--- src/rtl/imem_loader.sv ---
// Program loader: takes 32-bit instruction words from a valid/ready stream and
// writes each into the byte-wide instruction memory as four big-endian byte writes.
module imem_loader #(
  parameter int MEM_BYTES = 1024,
  parameter int ADDR_W    = 10,
  parameter int BASE_ADDR = 0
) (
  input  logic              clk,
  input  logic              rst_n,
  input  logic              start,
  input  logic [ADDR_W-2:0] num_words,
  input  logic              word_valid,
  input  logic [31:0]       word_data,
  output logic              word_ready,
  output logic              mem_we,
  output logic [ADDR_W-1:0] mem_addr,
  output logic [7:0]        mem_wdata,
  output logic              busy,
  output logic              done,
  output logic              error
);

  localparam int CW    = ADDR_W - 1;
  localparam int LIMIT = (MEM_BYTES - BASE_ADDR) / 4;
  localparam logic [ADDR_W-1:0] BASE_V = ADDR_W'(BASE_ADDR);

  typedef enum logic [2:0] {
    S_IDLE,
    S_WAIT,
    S_WR0,
    S_WR1,
    S_WR2,
    S_WR3,
    S_DONE
  } state_t;

  state_t state, state_n;

  logic [CW-1:0]     total, total_n;
  logic [CW-1:0]     count, count_n;
  logic [ADDR_W-1:0] wp, wp_n;
  logic [31:0]       word, word_n;

  logic              busy_n, done_n, error_n;
  logic              ready_n, we_n;
  logic [ADDR_W-1:0] addr_n;
  logic [7:0]        wdata_n;

  always_ff @(posedge clk or negedge rst_n) begin
    if (!rst_n) begin
      state <= S_IDLE;
    end else begin
      state <= state_n;
    end
  end

  // Outputs are computed from the next state so that every port is a flop.
  always_comb begin
    state_n = state;
    total_n = total;
    count_n = count;
    wp_n    = wp;
    word_n  = word;
    busy_n  = busy;
    done_n  = done;
    error_n = error;
    ready_n = 1'b0;
    we_n    = 1'b0;
    addr_n  = '0;
    wdata_n = '0;

    case (state)
      S_IDLE, S_DONE: begin
        if (start) begin
          if (int'(num_words) > LIMIT) begin
            error_n = 1'b1;
            done_n  = 1'b0;
            busy_n  = 1'b0;
            state_n = S_IDLE;
          end else if (num_words == '0) begin
            error_n = 1'b0;
            done_n  = 1'b1;
            busy_n  = 1'b0;
            state_n = S_DONE;
          end else begin
            error_n = 1'b0;
            done_n  = 1'b0;
            busy_n  = 1'b1;
            total_n = num_words;
            wp_n    = BASE_V;
            count_n = '0;
            state_n = S_WAIT;
          end
        end
      end
      S_WAIT: begin
        if (word_valid && word_ready) begin
          word_n  = word_data;
          state_n = S_WR0;
        end
      end
      S_WR0: state_n = S_WR1;
      S_WR1: state_n = S_WR2;
      S_WR2: state_n = S_WR3;
      S_WR3: begin
        wp_n    = wp + ADDR_W'(4);
        count_n = count + CW'(1);
        if (count_n == total) begin
          state_n = S_DONE;
          busy_n  = 1'b0;
          done_n  = 1'b1;
        end else begin
          state_n = S_WAIT;
        end
      end
      default: state_n = S_IDLE;
    endcase

    // The LIMIT check at start guarantees wp + 3 never wraps.
    case (state_n)
      S_WAIT: ready_n = 1'b1;
      S_WR0: begin
        we_n    = 1'b1;
        addr_n  = wp_n;
        wdata_n = word_n[31:24];
      end
      S_WR1: begin
        we_n    = 1'b1;
        addr_n  = wp_n + ADDR_W'(1);
        wdata_n = word_n[23:16];
      end
      S_WR2: begin
        we_n    = 1'b1;
        addr_n  = wp_n + ADDR_W'(2);
        wdata_n = word_n[15:8];
      end
      S_WR3: begin
        we_n    = 1'b1;
        addr_n  = wp_n + ADDR_W'(3);
        wdata_n = word_n[7:0];
      end
      default: begin
        ready_n = 1'b0;
        we_n    = 1'b0;
      end
    endcase
  end

  always_ff @(posedge clk or negedge rst_n) begin
    if (!rst_n) begin
      total      <= '0;
      count      <= '0;
      wp         <= '0;
      word       <= '0;
      busy       <= 1'b0;
      done       <= 1'b0;
      error      <= 1'b0;
      word_ready <= 1'b0;
      mem_we     <= 1'b0;
      mem_addr   <= '0;
      mem_wdata  <= '0;
    end else begin
      total      <= total_n;
      count      <= count_n;
      wp         <= wp_n;
      word       <= word_n;
      busy       <= busy_n;
      done       <= done_n;
      error      <= error_n;
      word_ready <= ready_n;
      mem_we     <= we_n;
      mem_addr   <= addr_n;
      mem_wdata  <= wdata_n;
    end
  end

endmodule

--- config.mk ---
export PLATFORM = sky130hd
export DESIGN_NAME = imem_loader
export DESIGN_NICKNAME = d
export VERILOG_FILES = /design/src/rtl/imem_loader.sv
export SDC_FILE = /design/constraint.sdc
export NUM_CORES = 1
export LEC_CHECK = 0
export CAP_MARGIN = 20
export CELL_PAD_IN_SITES_DETAIL_PLACEMENT = 1
export CELL_PAD_IN_SITES_GLOBAL_PLACEMENT = 2
export CORE_ASPECT_RATIO = 1.5
export CORE_UTILIZATION = 36
export DETAILED_ROUTE_END_ITERATION = 16
export PLACE_DENSITY = 0.84
export SETUP_SLACK_MARGIN = 0.15
export SYNTH_ARGS = -nofsm -noshare
export SYNTH_HDL_FRONTEND = slang
export SYNTH_SLANG_ARGS = --single-unit
--- constraint.sdc ---
create_clock -name clk -period 4.9 [get_ports clk]
set_input_delay 0.735 -clock clk [delete_from_list [all_inputs] [get_ports clk]]
set_output_delay 0.735 -clock clk [all_outputs]
set_load 0.02 [all_outputs]
* Word-level counts from Yosys, hierarchy flattened
Cells that the tools add are included.
** Operators by class
- Add/sub/neg operators :: 5
- $lt $le $gt $ge :: 1
- Equal/unequal tests :: 16
- Multiplexer cells :: 31
- Bitwise operators :: 2
- Reduce and logical (&&, ||, !) cells :: 10
** Operator list (count)
- two-way mux 32 bit :: 2
- one-hot mux 10 bit (4 select lines) :: 1
- one-hot mux 8 bit (4 select lines) :: 1
- two-way mux 10 bit :: 3
- two-way mux 9 bit :: 3
- adder 10 x 2 -> 10 bit (second input constant) :: 2
- one-hot mux 10 bit (2 select lines) :: 1
- one-hot mux 3 bit (6 select lines) :: 1
- one-hot mux 9 bit (2 select lines) :: 1
- equality test 3 bit (second input constant) :: 5
- two-way mux 3 bit :: 5
- equality test 3 x 2 -> 1 bit (second input constant) :: 4
- two-way mux 1 bit :: 11
- adder 10 x 1 -> 10 bit (second input constant) :: 1
- adder 10 x 3 -> 10 bit (second input constant) :: 1
- adder 9 x 1 -> 9 bit (second input constant) :: 1
- equality test 9 bit :: 1
- > comparator 9 bit (second input constant) :: 1
- zero test 9 bit :: 1
- != test 2 bit (second input constant) :: 4
- AND reduction 4 bit :: 2
- equality test 3 x 1 -> 1 bit (second input constant) :: 2
- one-hot mux 1 bit (2 select lines) :: 2
- OR reduction 4 bit :: 1
- other kinds (7) :: 8
** Word-level totals
- Flip-flop bits (word level) :: 86
- Output and inout bits :: 23

* Logic depth before layout (Yosys ltp)
- Depth after elaboration :: 8
- Mapped depth :: 14
- Depth with buffers taken out :: 14

* Worst setup path after synthesis
OpenSTA, ideal clock, no wires.
- Path kind :: input to register
- Start point :: input port num_words[1]
- End point :: register mem_addr[7]
- Library setup time :: 0.126 ns
- Arrival time :: 3.342 ns
- Path slack :: 1.432 ns
- Cell stages on the path :: 12
- Cells stage by stage :: nor4_1 nand2_1 ha_1 or4b_4 maj3_4 a22oi_4 inv_1 ha_1 nand3_2 nor2_1 xor2_1 a221o_1
** Between the ends
- Longest elaborated chain between the ends :: 7
** RTL lines
- from (decl) :: line 11 : input logic [ADDR_W-2:0] num_words,
- branches (longest 2 deep; another with > comparator 9 bit)
- two-way mux 10 bit (*) :: line 75 : if (int'(num_words) > LIMIT) begin
- two-way mux 10 bit (*) :: line 74 : if (start) begin
- one-hot mux 10 bit (2 select lines) (*) :: line 72 : case (state)
- named net wp_n[2] :: line 41 : logic [ADDR_W-1:0] wp, wp_n;
- adder 10 x 2 -> 10 bit (tied with other cells) :: line 139 : addr_n = wp_n + ADDR_W'(3);
- one-hot mux 10 bit (4 select lines) (*) :: line 120 : case (state_n)
- named net addr_n[7] :: line 46 : logic [ADDR_W-1:0] addr_n;
- to (signal assigned) :: line 172 : mem_addr <= addr_n;
- to (decl) :: line 16 : output logic [ADDR_W-1:0] mem_addr,
Mark *: on every way through the listed nets, which the timed path passes.
A chain may end at the register's enable or synchronous reset.

* Final worst setup path
- Start point :: input port num_words[5]
- End point :: register mem_addr[7]
Same word-level chain as after synthesis.

==> metrics.txt <==
dpl ws approximately 0.59 ns; Hold Buf Count CTS 0; PnR Total Power 2.95 mW; clk_lat worst skew 0.33 ns; Via density 5.29; Core Region 0.0111 mm^2; # diodes 0; num rows 47; Reg area 0.00195 mm^2; Die Width 89.6 um; yosys warns 0; layout cell share with drive strength beyond 1 0.125; clock power share 0.223; Min Hold Slack ~0.26 ns; post-synthesis compound-gate area fraction 0.138; fill count 1234; Max Cap Viol 0; Reg2Reg Launch Point state[0]; Synth Register Bits 78; Max Clock Skew 0.00619 ns; first-pass GRT wire length 18200 um; unrepaired setup endpoints after global routing false; status completed; CTS H-tree lvls 3; Buf/Inv on CP 2; final setup fails 0; R2R Path End mem_addr[7]; slew margin rel. 0.449; post-synth cell types 64; Layout Nets 529; xor/xnor cell area share of the yosys netlist 0.0529; max-slew violations 0; initial core utilization 0.372; Met2 Routed Length 6210 um; post-DP HPWL 7940 um; number of buffers added on ports 67; pin count of the biggest net entering global routing 79; clk root buf clkbuf_16; endpoint type of the worst setup path register; Seq pwr share 0.367; Post-Synthesis Cells 415; critical path cell sequence clkdlybuf4s50_1, nor4_1, nand2_1, ha_1, nor4b_1, nand3_1, nand2_1, inv_1, ha_1, a31oi_1, nor4_2, and3_1, nor3_1, a221o_1; CTS buffer count 9; routability cong. 0.776; DRT iter0 DRCs about 110; die area approximately 0.012 mm^2; fin worst setup slack 0.951 ns; Pint 1.84 mW; top_reg_cell synth dfrtp_1; CTS sink cnt 78; CTS Buffer Depth 2; critical path's slowest cell clkdlybuf4s50_1; ys async rst share 1.00; Post-Synth Simple-Gate Area 0.174; Post-Syn Nets 467; Crit path max-delay family simple AND/OR/NAND/NOR gates; post-route ant nets 0; met1 wire length 4380 um; R2R Setup Slk 1.59 ns; Setup Buffers After CTS 0; Static Leak 2.34 nW; GRT Total Usage 0.201; Hold Crit Class input pin to async pin; CTS tree done; Post-route DRC 0; largest fanout on the critical path 6; Final period util 0.806; Slew @ Worst Pin 0.803 ns; Critical Path Max Stage Delay 0.42 ns; number of synthesized flops with an enable pin 0; Seq/Total Area, Yosys 0.472; Post-Synth Adder-Cell Area 0.0263; WL per Instance between 15 and 20 um; Max Fclk 253 MHz; CP Class input pin to register; Max IR drop VDD 0.256 mV; vias in the first global route 3674; area of the multi-input gates 0.00205 mm^2; final worst path period need 3.95 ns; crit path DAT ~4.2 ns; post-synthesis mux area share 0.102; main combinational cell family by area after synthesis simple AND/OR/NAND/NOR gates; io pins approximately 70; post-CTS sizing 0; DRT Pass-1 Iters 4; R2R cell count 11; CTS clk-pin slew, worst paths 0.06 ns; Final Routed Wirelength 11200 um; P_sw 1.12 mW; Die Y 133 um; initial antenna violation count 0; switching share of power 0.379; top sig layer met4; Logic pwr share 0.411; Critical Path RT 5.11 ns; average size of a mapped cell 9.97 um^2; final hold violations 0; vias 3319; Mapped Area approximately 0.0041 mm^2; Cell Pwr Density 561 mW/mm^2; Syn-to-layout area delta 27.3%; Congestion Overflow GR 0; TNS Setup 0 ns; met3 routed WL 369 um; Worst Setup Start Kind input pin
power groups by stage:
stage	sequential, mW	clock [mW]	combinational, mW
after floorplan	1.07	0	0.811
after global placement	1.10	0	1.13
after detailed placement	1.12	0	1.17
after CTS	1.11	0.680	1.18
after global routing	1.12	0.700	1.33
final	1.08	0.658	1.21
cell families after synthesis:
kind of cell,Yosys count
adders and majority gates,8
xor gates and xnor gates,25
buffers and inverters,34
and+or+nand+nor,148
DFF,78
AOI/OAI and AO/OA,83
muxes,39
state kept, by name, indices dropped and copies added (netlist names), 3 cells and up:
name	flops
word	24
mem_addr	10
wp	10
count	9
total	9
mem_wdata	8
state	3
area by class of cell:
class / instances / share of cell area
clock buffer: 10 / 0.0435
clock inverter: 5 / 0.0116
inverter: 14 / 0.0105
multi-input combinational: 303 / 0.389
sequential: 78 / 0.371
tap: 147 / 0.0349
timing repair buffer: 71 / 0.140
per-layer routing:
layer	vias up	GRT usage
li1	1579	-
met3	14	0.0403
met1	1660	0.224
met2	66	0.366
met4	0	0.0705
met5	-	0
worst reg2reg max path: cells and delay by family, from the launching register on:
kind / cells / cell delay (ns)
AOI/OAI and AO/OA: 2 / 0.38
adders and majority gates: 1 / 0.29
buffers and inverters: 2 / 0.37
DFF: 1 / 0.58
and+or+nand+nor: 6 / 1.58
cells in the final DEF (no fill, tap or decap), types with 3 or more instances in the layout:
| cell type | synthesis | routed |
|---|---|---|
| mux2_2 | 25 | 25 |
| nor3_1 | 6 | 5 |
| a31oi_1 | 5 | 5 |
| xor2_1 | 12 | 12 |
| nor2_1 | 25 | 25 |
| nand3_1 | 12 | 12 |
| buf_4 | 0 | 3 |
| nor4_1 | 4 | 4 |
| o21ai_0 | 28 | 28 |
| dfrtp_1 | 78 | 78 |
| ha_1 | 6 | 6 |
| clkbuf_16 | 0 | 9 |
| xnor2_1 | 13 | 13 |
| and2_1 | 3 | 3 |
| nand2_1 | 64 | 64 |
| a221o_1 | 3 | 3 |
| a21o_1 | 7 | 7 |
| clkinvlp_4 | 0 | 3 |
| nor2b_1 | 3 | 3 |
| nand4_1 | 10 | 10 |
| a21oi_1 | 15 | 15 |
| a2bb2oi_1 | 3 | 3 |
| nand2b_1 | 4 | 4 |
| inv_1 | 11 | 11 |
| mux2i_1 | 14 | 14 |
| clkdlybuf4s50_1 | 0 | 66 |
per-stage QoR:
stage | instances | util | instance area (um^2)
after CTS | 626 | 0.469 | 5210
after floorplan | 415 | - | 4140
after global routing | 628 | 0.474 | 5270
after detailed placement | 611 | 0.443 | 4920
final | 628 | 0.474 | 5270
after global placement | 611 | 0.443 | 4920
cells in the mapped netlist, types with 4 or more instances:
master	count	share of area
dfrtp_1	78	0.47
nand2_1	64	0.058
o21ai_0	28	0.034
mux2_2	25	0.068
nor2_1	25	0.023
a21oi_1	15	0.018
mux2i_1	14	0.034
clkbuf_1	13	0.012
xnor2_1	13	0.028
nand3_1	12	0.015
xor2_1	12	0.025
inv_1	11	0.010
nand4_1	10	0.015
a21o_1	7	0.013
ha_1	6	0.018
nor3_1	6	0.0073
a31oi_1	5	0.0076
buf_2	5	0.0060
nand2b_1	4	0.0060
nor4_1	4	0.0060
how the worst max path moves through the flow:
| stage | startpoint | endpoint | slack (ns) | cells after the start |
|---|---|---|---|---|
| after detailed placement | num_words[5] | mem_addr[7] | 0.59 | 14 |
| after global placement | num_words[1] | mem_addr[7] | 0.66 | 14 |
| after floorplan | num_words[1] | mem_addr[7] | 1.43 | 12 |
| after global routing | num_words[5] | mem_addr[9] | 0.59 | 14 |
| after CTS | num_words[5] | mem_addr[7] | 0.91 | 14 |
| final | num_words[5] | mem_addr[7] | 0.95 | 14 |
Note: power is estimated with default switching activity, not from simulation.
==> patch: new RTL, same flow settings <==
Take the reset off `word`, `mem_addr` and `mem_wdata` and load them in a clocked block of their own.
--- a/src/rtl/imem_loader.sv
+++ b/src/rtl/imem_loader.sv
@@ -151,27 +151,27 @@
       total      <= '0;
       count      <= '0;
       wp         <= '0;
-      word       <= '0;
       busy       <= 1'b0;
       done       <= 1'b0;
       error      <= 1'b0;
       word_ready <= 1'b0;
       mem_we     <= 1'b0;
-      mem_addr   <= '0;
-      mem_wdata  <= '0;
     end else begin
       total      <= total_n;
       count      <= count_n;
       wp         <= wp_n;
-      word       <= word_n;
       busy       <= busy_n;
       done       <= done_n;
       error      <= error_n;
       word_ready <= ready_n;
       mem_we     <= we_n;
-      mem_addr   <= addr_n;
-      mem_wdata  <= wdata_n;
     end
+  end
+
+  always_ff @(posedge clk) begin
+    word      <= word_n;
+    mem_addr  <= addr_n;
+    mem_wdata <= wdata_n;
   end
 
 endmodule
Function: differs if rst_n is asserted again (counterexample within 4 cycles, from zero or initial values and one cycle with rst_n low); with rst_n held inactive, the same outputs for 10 cycles.
==> patch against the original RTL <==
Routed wire length fell by 5.2%. Power down 1.1%. Critical path depth decreased by 1. Synthesized cell count unchanged. Final area fell by 4.4%. Sequential share of layout area down 2.5 points. Largest power group unchanged. Setup slack got worse by 0.076 ns. Synthesized area shrank 5.1%. Cell count fell by 0.16%. Via count down 0.30%. Worst hold slack better by 0.22 ns. Sequential cell count unchanged.
==> patch: results <==
export IMPL_dp_cells=611
export IMPL_synthTopCellsByArea="dfrtp_1 (23%), dfxtp_1 (21%), mux2_2 (7.2%)"
export IMPL_avgRoutedWirePerCell_um=16.88
export IMPL_seq_cells=78
export IMPL_ir_worst_vdd_uv=307.4
export IMPL_cp_slowest_cell="or4b_4"
export IMPL_use_met2_pct=38.65
export IMPL_nFillCells=1227
export IMPL_final_nets=530
export IMPL_pwr_share_comb_pct=40.5
export IMPL_slew_headroom_pct=45.98
export IMPL_seq_area_um2=1742
export IMPL_synth_top_cells_by_count="nand2_1 (64), dfxtp_1 (42), dfrtp_1 (36), o21ai_0 (28)"
export IMPL_placedInstanceArea_um2=4733
export IMPL_buffers_excl_clock=72
export IMPL_final_area_um2=5035
export IMPL_swShare_pct=37.68
export IMPL_cp_max_fo=8
export IMPL_synthFlopType="dfxtp_1"
export IMPL_grt_pass1_wl_mm=17.46
export IMPL_grt_pass1_vias=3634
export IMPL_ys_async_sr_fraction_pct=46.15
export IMPL_clkPwrFrac_pct=22.8
export IMPL_layout_drive_gt1_share_pct=12.84
export IMPL_clkbuf_count=11
export IMPL_syn_avg_cell_area_um2=9.467
export IMPL_track_usage_pct=20.22
export IMPL_pre_cts_ws_ns=0.5092
export IMPL_finalClockSkew_ns=0.007649
export IMPL_gp_congestion=0.8034
export IMPL_wl_met1_mm=3.976
export IMPL_outcome="finished, final reports clean"
export IMPL_globalRouteMet1Util_pct=20.70
export IMPL_crit_arrival_ns=4.23
export IMPL_wl_met2_mm=5.957
export IMPL_met3_usage_pct=4.238
export IMPL_buf_share_pct=14.07
export IMPL_hold_class="flop to flop"
export IMPL_routed_wl_mm=10.59
export IMPL_p_total_mw=2.921
export IMPL_grt_max_degree=44
export IMPL_num_vias=3309
export IMPL_clkCellAreaFrac_pct=5.989
export IMPL_synthDistinctLibCells=65
-- patch: cell types whose count changed in the layout (fill, tap and decap cells not counted), moves of 2 or more --
| cell | delta |
|---|---|
| dfrtp_1 | -42 |
| dfxtp_1 | +42 |
| clkinvlp_4 | -3 |
| buf_16 | -2 |
| buf_4 | +2 |
-- patch: worst paths after layout --
path	start	to	slack (ns)	depth (start not counted)
setup / recovery	num_words[1]	mem_addr[9]	0.87	13
hold / removal	word[0]	word[0]	0.48	1
setup reg to reg	state[1]	mem_addr[7]	1.89	10
hold reg to reg	word[0]	word[0]	0.48	1
max in group asynchronous	rst_n	count[0]	3.71	2
min in group asynchronous	rst_n	count[7]	0.83	2
-- patch: cells by family after synthesis --
logic type | after synthesis | share of synthesized area (%)
XOR/XNOR | 25 | 5.573
buffers and inverters | 34 | 3.662
adder cells (fa/ha/maj) | 8 | 2.771
AND/OR/NAND/NOR | 148 | 18.38
AO/OA/AOI/OAI | 83 | 14.55
flip-flops | 78 | 44.33
multiplexers | 39 | 10.73
